--- src/rtl/fifo_pkg.sv ---
// Shared types and defaults for the parametrised synchronous FIFO.
// Default parameter set matches the DDR3 command/write-data queues.
package fifo_pkg;

  typedef enum logic {
    RD_STD  = 1'b0,
    RD_FWFT = 1'b1
  } rd_mode_e;

  localparam int DDR3_WIDTH     = 8;
  localparam int DDR3_DEPTH     = 32;
  localparam int DDR3_AF_THRESH = 28;
  localparam int DDR3_AE_THRESH = 4;

  function automatic int addr_w(input int depth);
    return (depth > 1) ? $clog2(depth) : 1;
  endfunction

  // One extra bit so the counter can represent a completely full FIFO.
  function automatic int cnt_w(input int depth);
    return addr_w(depth) + 1;
  endfunction

endpackage

--- src/rtl/fifo_ram.sv ---
// Simple dual-port storage: synchronous write, asynchronous read.
module fifo_ram #(
  parameter int WIDTH  = 8,
  parameter int DEPTH  = 32,
  parameter int ADDR_W = 5
) (
  input  logic              clk,
  input  logic              we_i,
  input  logic [ADDR_W-1:0] waddr_i,
  input  logic [WIDTH-1:0]  wdata_i,
  input  logic [ADDR_W-1:0] raddr_i,
  output logic [WIDTH-1:0]  rdata_o
);

  logic [WIDTH-1:0] mem_q [DEPTH];

  always_ff @(posedge clk) begin
    if (we_i) begin
      mem_q[waddr_i] <= wdata_i;
    end
  end

  assign rdata_o = mem_q[raddr_i];

endmodule

--- src/rtl/fifo_sync_param.sv ---
// Parametrised synchronous FIFO with thresholds, overflow/underflow pulses
// and optional first-word-fall-through read mode.
module fifo_sync_param
  import fifo_pkg::*;
#(
  parameter int WIDTH     = DDR3_WIDTH,
  parameter int DEPTH     = DDR3_DEPTH,
  parameter int AF_THRESH = DDR3_AF_THRESH,
  parameter int AE_THRESH = DDR3_AE_THRESH,
  parameter int FWFT      = 0
) (
  input  logic                   clk,
  input  logic                   reset,
  input  logic [WIDTH-1:0]       data_in,
  input  logic                   put,
  input  logic                   get,
  output logic [WIDTH-1:0]       data_out,
  output logic                   empty,
  output logic                   full,
  output logic [$clog2(DEPTH):0] fillcount,
  output logic                   almost_full,
  output logic                   almost_empty,
  output logic                   overflow,
  output logic                   underflow
);

  localparam int       ADDR_W  = addr_w(DEPTH);
  localparam int       CNT_W   = cnt_w(DEPTH);
  localparam rd_mode_e RD_MODE = (FWFT != 0) ? RD_FWFT : RD_STD;

  localparam logic [CNT_W-1:0] FULL_C = CNT_W'(DEPTH);
  localparam logic [CNT_W-1:0] AF_C   = CNT_W'(AF_THRESH);
  localparam logic [CNT_W-1:0] AE_C   = CNT_W'(AE_THRESH);

  if ((DEPTH < 4) || ((DEPTH & (DEPTH - 1)) != 0)) begin : g_bad_depth
    $error("fifo_sync_param: DEPTH must be a power of 2 and at least 4");
  end

  logic [ADDR_W-1:0] wr_ptr_q, wr_ptr_d;
  logic [ADDR_W-1:0] rd_ptr_q, rd_ptr_d;
  logic [CNT_W-1:0]  count_q, count_d;
  logic [WIDTH-1:0]  dout_q, dout_d;
  logic              ovf_q, ovf_d;
  logic              udf_q, udf_d;
  logic [WIDTH-1:0]  ram_rdata;
  logic              get_ok, put_ok;

  assign empty        = (count_q == '0);
  assign full         = (count_q == FULL_C);
  assign almost_full  = (count_q >= AF_C);
  assign almost_empty = (count_q <= AE_C);
  assign fillcount    = count_q;
  assign overflow     = ovf_q;
  assign underflow    = udf_q;

  // A put into a full FIFO is only legal when the same edge frees a slot.
  assign get_ok = get & ~empty;
  assign put_ok = put & (~full | get_ok);

  fifo_ram #(
    .WIDTH  (WIDTH),
    .DEPTH  (DEPTH),
    .ADDR_W (ADDR_W)
  ) u_ram (
    .clk     (clk),
    .we_i    (put_ok & ~reset),
    .waddr_i (wr_ptr_q),
    .wdata_i (data_in),
    .raddr_i (rd_ptr_q),
    .rdata_o (ram_rdata)
  );

  always_comb begin
    wr_ptr_d = wr_ptr_q;
    rd_ptr_d = rd_ptr_q;
    count_d  = count_q;
    dout_d   = dout_q;
    ovf_d    = put & ~put_ok;
    udf_d    = get & ~get_ok;

    if (put_ok) begin
      wr_ptr_d = wr_ptr_q + ADDR_W'(1);
    end
    if (get_ok) begin
      rd_ptr_d = rd_ptr_q + ADDR_W'(1);
      if (RD_MODE == RD_STD) begin
        dout_d = ram_rdata;
      end
    end

    unique case ({put_ok, get_ok})
      2'b10:   count_d = count_q + CNT_W'(1);
      2'b01:   count_d = count_q - CNT_W'(1);
      default: count_d = count_q;
    endcase
  end

  always_ff @(posedge clk) begin
    if (reset) begin
      wr_ptr_q <= '0;
      rd_ptr_q <= '0;
      count_q  <= '0;
      dout_q   <= '0;
      ovf_q    <= 1'b0;
      udf_q    <= 1'b0;
    end else begin
      wr_ptr_q <= wr_ptr_d;
      rd_ptr_q <= rd_ptr_d;
      count_q  <= count_d;
      dout_q   <= dout_d;
      ovf_q    <= ovf_d;
      udf_q    <= udf_d;
    end
  end

  // In FWFT mode the head entry is presented straight from storage.
  assign data_out = (RD_MODE == RD_FWFT) ? ram_rdata : dout_q;

endmodule
--- config.mk ---
export PLATFORM = sky130hd
export DESIGN_NAME = fifo_sync_param
export DESIGN_NICKNAME = d
export VERILOG_FILES = /design/src/rtl/fifo_pkg.sv /design/src/rtl/fifo_ram.sv /design/src/rtl/fifo_sync_param.sv
export SDC_FILE = /design/constraint.sdc
export NUM_CORES = 1
export LEC_CHECK = 0
export CAP_MARGIN = 20
export CORE_ASPECT_RATIO = 0.8
export CORE_MARGIN = 8
export CORE_UTILIZATION = 35
export CTS_CLUSTER_DIAMETER = 30
export DETAILED_ROUTE_END_ITERATION = 10
export PLACE_DENSITY = 0.49
export SLEW_MARGIN = 20
export SYNTH_ARGS = -nofsm -noshare
export SYNTH_HDL_FRONTEND = slang
export SYNTH_HIERARCHICAL = 1
export SYNTH_SLANG_ARGS = --single-unit
--- constraint.sdc ---
create_clock -name clk -period 3.4 [get_ports clk]
set_clock_uncertainty 0.05 [all_clocks]
set_input_delay 0.68 -clock clk [delete_from_list [all_inputs] [get_ports clk]]
set_output_delay 0.68 -clock clk [all_outputs]
set_load 0.02 [all_outputs]
==> results of run 1 <==
## final timing paths
path / startpoint / slack [ns] / to
max: fillcount[3]$_SDFFE_PP0P_ / 0.06 / full
min: data_out[5]$_SDFFE_PP0N_ / 0.41 / data_out[5]$_SDFFE_PP0N_
max reg2reg: fillcount[3]$_SDFFE_PP0P_ / 0.54 / fillcount[5]$_SDFFE_PP0P_
min reg2reg: data_out[5]$_SDFFE_PP0N_ / 0.41 / data_out[5]$_SDFFE_PP0N_
## worst register-to-register path, stage by stage, from the launching register on
cell,delay [ns]
dfxtp_1,0.31
buf_4,0.16
nor4_1,0.37
a31oi_1,0.17
nand2b_1,0.14
inv_1,0.09
ha_1,0.30
a211oi_1,0.36
o21bai_1,0.12
a21o_1,0.22
or4_1,0.41
nand4_1,0.10
## placed cells by master, fill, tap and decap left out, types with 7 or more instances in the layout
| cell | Yosys | routed |
|---|---|---|
| clkdlybuf4s50_1 | 0 | 31 |
| bufinv_16 | 0 | 10 |
| o21ai_0 | 7 | 7 |
| mux2_2 | 8 | 8 |
| nor2_1 | 50 | 50 |
| edfxtp_1 | 256 | 256 |
| clkinvlp_4 | 0 | 9 |
| buf_4 | 6 | 56 |
| clkbuf_16 | 0 | 53 |
| xnor2_1 | 7 | 7 |
| mux4_2 | 80 | 80 |
| dfxtp_1 | 26 | 24 |
| a21oi_1 | 14 | 14 |
| inv_1 | 8 | 8 |
| nand2_1 | 25 | 25 |
## logic make-up after synthesis
family,synth area share
AO/OA/AOI/OAI,0.02314
AND/OR/NAND/NOR,0.04828
flip-flops,0.7263
buffers and inverters,0.01616
XOR/XNOR,0.008525
adder cells (fa/ha/maj),0.008414
multiplexers,0.1692
## state kept, by name, indices dropped and copies added (netlist names)
register / flops
fillcount: 6
underflow: 1
data_out: 8
overflow: 1
wr_ptr_q: 5
u_ram/mem_q: 256
rd_ptr_q: 5
## routing by layer
metal  GRT usage  up-vias  wire length (um)
met5           0        -                 0
met4     0.03995        0               393
met3     0.03058       29              1255
met2      0.2117      142             12340
met1      0.1925     3063             12250
li1            -     2592                 -
## power by group
group,total [mW],switching (mW),internal [mW],leakage (nW)
logic,2.17,1.12,1.05,1.23
clock network,5.53,1.83,3.69,0.910
registers,4.01,0.124,3.89,2.52
## metrics by stage
| stage | utilization | power (mW) | instances | worst slack, ns | area (sq um) |
|---|---|---|---|---|---|
| 6_report | 0.4478 | 11.71 | 1165 | 0.06365 | 14410 |
| 5_1_grt | 0.4478 | 12.14 | 1165 | 0.01030 | 14410 |
| 4_1_cts | 0.4478 | 11.85 | 1165 | 0.07824 | 14410 |
| 3_5_place_dp | 0.3877 | 6.271 | 1065 | 0.1361 | 12480 |
| 3_3_place_gp | 0.3877 | 6.245 | 1065 | 0.2487 | 12480 |
| 2_1_floorplan | - | 5.517 | 577 | 0.2978 | 11300 |
## final cells by class
type / count / area, sq um / share of cell area
Timing Repair Buffer: 90 / 790.8 / 0.05487
Inverter: 8 / 30.03 / 0.002084
Multi-Input combinational cell: 258 / 2910 / 0.2019
Clock buffer: 59 / 1359 / 0.09429
Sequential cell: 282 / 8213 / 0.5699
Tap cell: 427 / 534.3 / 0.03707
Clock inverter: 41 / 574.3 / 0.03985
==> summary.md, run 1 <==
| Metric | Value |
|---|---|
| Crit end category | output pin |
| Final WL | 26,240 um |
| Initial drt markers | ~480 |
| Vias in the first global route | 6,068 |
| Maxcap violations | 0 |
| Post-Syn Nets | 596 |
| Family with the most delay on the worst path | simple AND/OR/NAND/NOR gates |
| TritonCTS Buffers | 53 |
| Core Region | approximately 32,000 sq um |
| I/O pins | 32 |
| WP data arrival | around 2.6 ns |
| Area grow syn2layout | 27.52% |
| WHS Path Cells | 2 |
| Slowest-stage cell, CP | or4_1 |
| Cell accounting for the most synthesized area | edfxtp_1 |
| Asr flop ratio synth | 0 |
| # hold bufs at CTS | 0 |
| Mean Syn Cell Area | 19.59 sq um |
| Worst-path clk slew | 0.04 ns |
| Number of vias per cell | 5.001 |
| Largest cells by area after synthesis | edfxtp_1 (68%), mux4_2 (16%), dfxtp_1 (4.6%) |
| Gr ovfl total | 0 |
| Post-synth EDFFs | about 260 |
| Seq cells post-synth | 282 |
| Worst slew pin tran | 0.9577 ns |
| Diode count | 0 |
| Post-synth cell types | 47 |
| Fmax | 299.7 MHz |
| Die H | 176.7 um |
| Number of fill cells | 2,807 |
| Post-route minimum period | 3.336 ns |
| Leakage Power | 4.661 nW |
| Die Wd | 216.9 um |
| Clock buffer depth | 3 |
| Number of synthesis warnings | 6 |
| Max_slew headroom | 0.3606 |
| Seq/Total Area, Yosys | 0.7263 |
| Clk_lat worst skew | 0.57 ns |
| Starting Density | 0.3511 |
| Maximum vdd drop | approximately 0.47 mV |
| Slew Viols, Final | 0 |
| IO Port Bufs | 31 |
| Tcrit/Tclk final | 0.9813 |
| Setup TNS | 0 ns |
| Detailed Place HPWL | 16,410 um |
| Max H-tree Level | 2 |
| Gp weighted congestion | 0.8398 |
| Die area | 38,330 sq um |
| Cell at the root of the clock tree | clkbuf_16 |
| Remaining antenna violation count | 0 |
| WP data required | 2.67 ns |
| Cells after synthesis | 577 |
| Num rows | 59 |
| Maximum number of pins on one net before global-route repair | 52 |
| # resized after CTS | 0 |
| Worst Setup Path Type | reg2out |
| NumNets Final | 712 |
| Min-delay worst type | reg2reg |
| Via count | a little under 6,000 |
| Critical Path Fanout Max | 6 |
| Cells on worst reg2reg path | 11 |
| Post CTS Setup Buffer Count | 0 |
| Worst hold slack | roughly 0.41 ns |
| Critical-path cell list | or4_1 > nor3_1 > clkdlybuf4s50_1 |
| RSZ-0062 raised after global routing | false |
| Status | finished clean |
| Drt pass-1 iters | 6 |
| CP peak stage delay | 0.75 ns |
| Most frequent cells after synthesis | edfxtp_1 (256), mux4_2 (80), nor2_1 (50), dfxtp_1 (26), nand2_1 (25) |
| Most used DFF post-synth | edfxtp_1 |
| Drt drc | 0 |
| CTS Sinks | 282 |
| Crit path buf inv count | 1 |
| Mapped Area | 11,300 sq um |
| Critical path depth | 3 |
| Critical Path Source Type | register |
| Pwr per Cell Area | 812.4 nW/um^2 |
| Most common cell in the synthesized netlist | edfxtp_1 |
| Initial antenna violation count | 0 |
| GRT Total Usage | 0.1369 |
| Layout cells sized above 1 | 0.3374 |
| Final setup fails | 0 |
| Yosys top cell area share | 0.6802 |
| Wire length per cell | 22.52 um |
| CTS tree | built |
| Final Hold Viols | 0 |
| First-pass GRT wire length | about 40,000 um |
(Power assumes the default switching activity.)
==> run 2: changes to the inputs <==
--- a/config.mk
+++ b/config.mk
@@ -12,7 +12,6 @@
 export CTS_CLUSTER_DIAMETER = 30
 export DETAILED_ROUTE_END_ITERATION = 10
 export PLACE_DENSITY = 0.49
-export SLEW_MARGIN = 20
 export SYNTH_ARGS = -nofsm -noshare
 export SYNTH_HDL_FRONTEND = slang
 export SYNTH_HIERARCHICAL = 1
==> results of run 2 <==
Final layout, timing and power as in run 1 (identical DEF).
==> run 3: changes to the inputs <==
--- a/config.mk
+++ b/config.mk
@@ -12,6 +12,7 @@
 export CTS_CLUSTER_DIAMETER = 30
 export DETAILED_ROUTE_END_ITERATION = 10
 export PLACE_DENSITY = 0.49
+export REMOVE_ABC_BUFFERS = 1
 export SYNTH_ARGS = -nofsm -noshare
 export SYNTH_HDL_FRONTEND = slang
 export SYNTH_HIERARCHICAL = 1
==> constraint.sdc (replaced) <==
create_clock -name clk -period 4.02 [get_ports clk]
set_clock_uncertainty 0.05 [all_clocks]
set_input_delay 0.804 -clock clk [delete_from_list [all_inputs] [get_ports clk]]
set_output_delay 0.804 -clock clk [all_outputs]
set_load 0.02 [all_outputs]
==> summary.md, run 3 (synthesized netlist as in run 1, its figures left out) <==
| Metric | Value |
|---|---|
| Status | finished clean |
| Slew Viols, Final | 0 (unchanged) |
| Number of vias per cell | 5.113 (+2.2%) |
| Worst setup path startpoint | fillcount[3]$_SDFFE_PP0P_ |
| Diode count | 0 (unchanged) |
| Clock power share | 0.455 (-0.017) |
| Slowest-stage cell, CP | or4_1 |
| Max H-tree Level | 2 (unchanged) |
| Critical-path cell list | or4_1 > nor3_4 > clkdlybuf4s50_1 |
| Starting Density | 0.3511 (unchanged) |
| Maximum vdd drop | 0.3719 mV (-21%) |
| Final Hold Viols | 0 (unchanged) |
| CP peak stage delay | 0.75 ns (about the same) |
| DP Worst Slack | 0.3910 ns (+0.2550 ns) |
| WHS Path Cells | 2 (unchanged) |
| Largest Register | u_ram/mem_q |
| Comb power frac | 0.179 (-0.006) |
| Detailed Place HPWL | 16,420 um (about the same) |
| Number of fill cells | 2,799 (-0.29%) |
| Clock buffer depth | 3 (unchanged) |
| Initial antenna violation count | 0 (unchanged) |
| IO Port Bufs | 31 (unchanged) |
| Most common cell after layout, fill and taps aside | edfxtp_1 |
| Pwr per Cell Area | 671.5 nW/um^2 (-17%) |
| Gp weighted congestion | 0.7501 (-11%) |
| Sequential share of power | 0.366 (+0.024) |
| # resized after CTS | 0 (unchanged) |
| Tcrit/Tclk final | 0.8535 |
| Crit end category | output pin |
| Critical path depth | 3 (unchanged) |
| NumNets Final | 698 (-2.0%) |
| Maxcap violations | 0 (unchanged) |
| CTS tree | built |
| Drt pass-1 iters | 7 (+1) |
| Worst-path clk slew | 0.05 ns (about the same) |
| RR Endpoint | fillcount[5]$_SDFFE_PP0P_ |
| Fmax | 291.4 MHz |
| WP data required | 3.17 ns (+0.50 ns) |
| Area grow syn2layout | 24.99% |
| Min-delay worst type | reg2reg |
| GRT Total Usage | 0.1398 (+0.002907) |
| Die H | 176.7 um (unchanged) |
| Area of the multi-input gates | 2910 sq um (unchanged) |
| TritonCTS Buffers | 50 (-5.7%) |
| P_sw | 2.436 mW (-21%) |
| Max reg flops | 256 (unchanged) |
| Crit path buf inv count | 1 (unchanged) |
| Final setup fails | 0 (unchanged) |
| Layout cells sized above 1 | 0.3199 (-0.01751) |
| Num rows | 59 (unchanged) |
| Final WL | 26,570 um (+1.3%) |
| Family with the most delay on the worst path | simple AND/OR/NAND/NOR gates |
| # hold bufs at CTS | 0 (unchanged) |
| RR Startpoint | fillcount[5]$_SDFFE_PP0P_ |
| CP Capture Point | empty |
| Worst Setup Path Type | reg2out |
| Commonest non-fill, non-tap cells in the layout | edfxtp_1 (256), mux4_2 (80), clkbuf_16 (51), nor2_1 (50), buf_4 (47) |
| Switching Share | 0.2568 (-0.005702) |
| Die area | 38,330 sq um (unchanged) |
| Critical Path Fanout Max | 7 (+1) |
| First-pass GRT wire length | 39,660 um (+1.1%) |
| RSZ-0062 raised after global routing | false |
| Initial drt markers | 512 (+7.3%) |
| Max_slew headroom | 0.3822 (+0.02159) |
| Core Region | 32,190 sq um (unchanged) |
| Clk_lat worst skew | 0.54 ns (-0.03 ns) |
| Vias in the first global route | 5,993 (-1.2%) |
| CTS Sinks | 282 (unchanged) |
| Int Power | 7.049 mW (-18%) |
| Post-route minimum period | 3.431 ns |
| Reg2Reg Setup Slack | 0.81 ns (+0.27 ns) |
| Leakage Power | 4.546 nW (-2.5%) |
| Cell at the root of the clock tree | clkbuf_16 |
| Drt drc | 0 (unchanged) |
| Reg area | 8213 sq um (unchanged) |
| Gr ovfl total | 0 (unchanged) |
| Via count | 5,859 (+0.57%) |
| WP data arrival | 2.58 ns (-0.03 ns) |
| Cells on worst reg2reg path | 10 (-1) |
| Power Total | 9.485 mW (-19%) |
| Maximum number of pins on one net before global-route repair | 36 (-31%) |
| Worst slew pin tran | 0.9254 ns (-0.03234 ns) |
| Wire length per cell | 23.18 um (+2.9%) |
| I/O pins | 32 (unchanged) |
| Final WS setup | 0.5887 ns (+0.5251 ns) |
| Die Wd | 216.9 um (unchanged) |
| Critical Path Source Type | register |
| Post CTS Setup Buffer Count | 0 (unchanged) |
| Remaining antenna violation count | 0 (unchanged) |
run 3: how the worst min path moves through the flow:
stage	endpoint	startpoint	slack [ns]
after detailed placement	data_out[5]$_SDFFE_PP0N_	data_out[5]$_SDFFE_PP0N_	0.41
after global routing	data_out[5]$_SDFFE_PP0N_	data_out[5]$_SDFFE_PP0N_	0.43
final	data_out[5]$_SDFFE_PP0N_	data_out[5]$_SDFFE_PP0N_	0.41
after global placement	data_out[7]$_SDFFE_PP0N_	data_out[7]$_SDFFE_PP0N_	0.41
after CTS	data_out[5]$_SDFFE_PP0N_	data_out[5]$_SDFFE_PP0N_	0.41
after floorplan	data_out[0]$_SDFFE_PP0N_	data_out[0]$_SDFFE_PP0N_	0.48
run 3: power groups by stage:
stage / logic, mW / registers [mW] / clock network, mW
3_3_place_gp: 1.69 / 3.53 / 0
3_5_place_dp: 1.71 / 3.53 / 0
4_1_cts: 1.72 / 3.48 / 4.41
2_1_floorplan: 0.979 / 3.64 / 0
6_report: 1.70 / 3.47 / 4.31
5_1_grt: 1.81 / 3.50 / 4.54
run 3: layout make-up:
class / count / share of cell area
well taps: 427 / 0.03782
clock buffers: 56 / 0.09310
multi-input cells: 258 / 0.2060
flip-flops and latches: 282 / 0.5815
inverters: 8 / 0.002126
repair buffers: 79 / 0.04837
clock inverters: 36 / 0.03109
run 3: metal layers:
layer / global-route usage / part of all wire / vias up
li1: - / - / 2567
met1: 0.2027 / 0.48 / 3083
met2: 0.2075 / 0.44 / 173
met3: 0.03092 / 0.053 / 36
met4: 0.04418 / 0.022 / 0
met5: 0 / 0 / -
run 3: worst min-delay path, stage by stage (launching register included):
cell	delay [ns]
dfxtp_1	0.31
nand2_1	0.05
a21oi_1	0.05
run 3: stage by stage:
stage	cells	hold slack (ns)	utilization	instance area, sq um	TNS (ns)
2_1_floorplan	548	0.4783	-	11150	-3.380
3_3_place_gp	1054	0.4125	0.3843	12370	0
3_5_place_dp	1054	0.4070	0.3843	12370	0
5_1_grt	1146	0.4309	0.4389	14120	0
4_1_cts	1146	0.4140	0.4389	14120	0
6_report	1146	0.4095	0.4389	14120	0
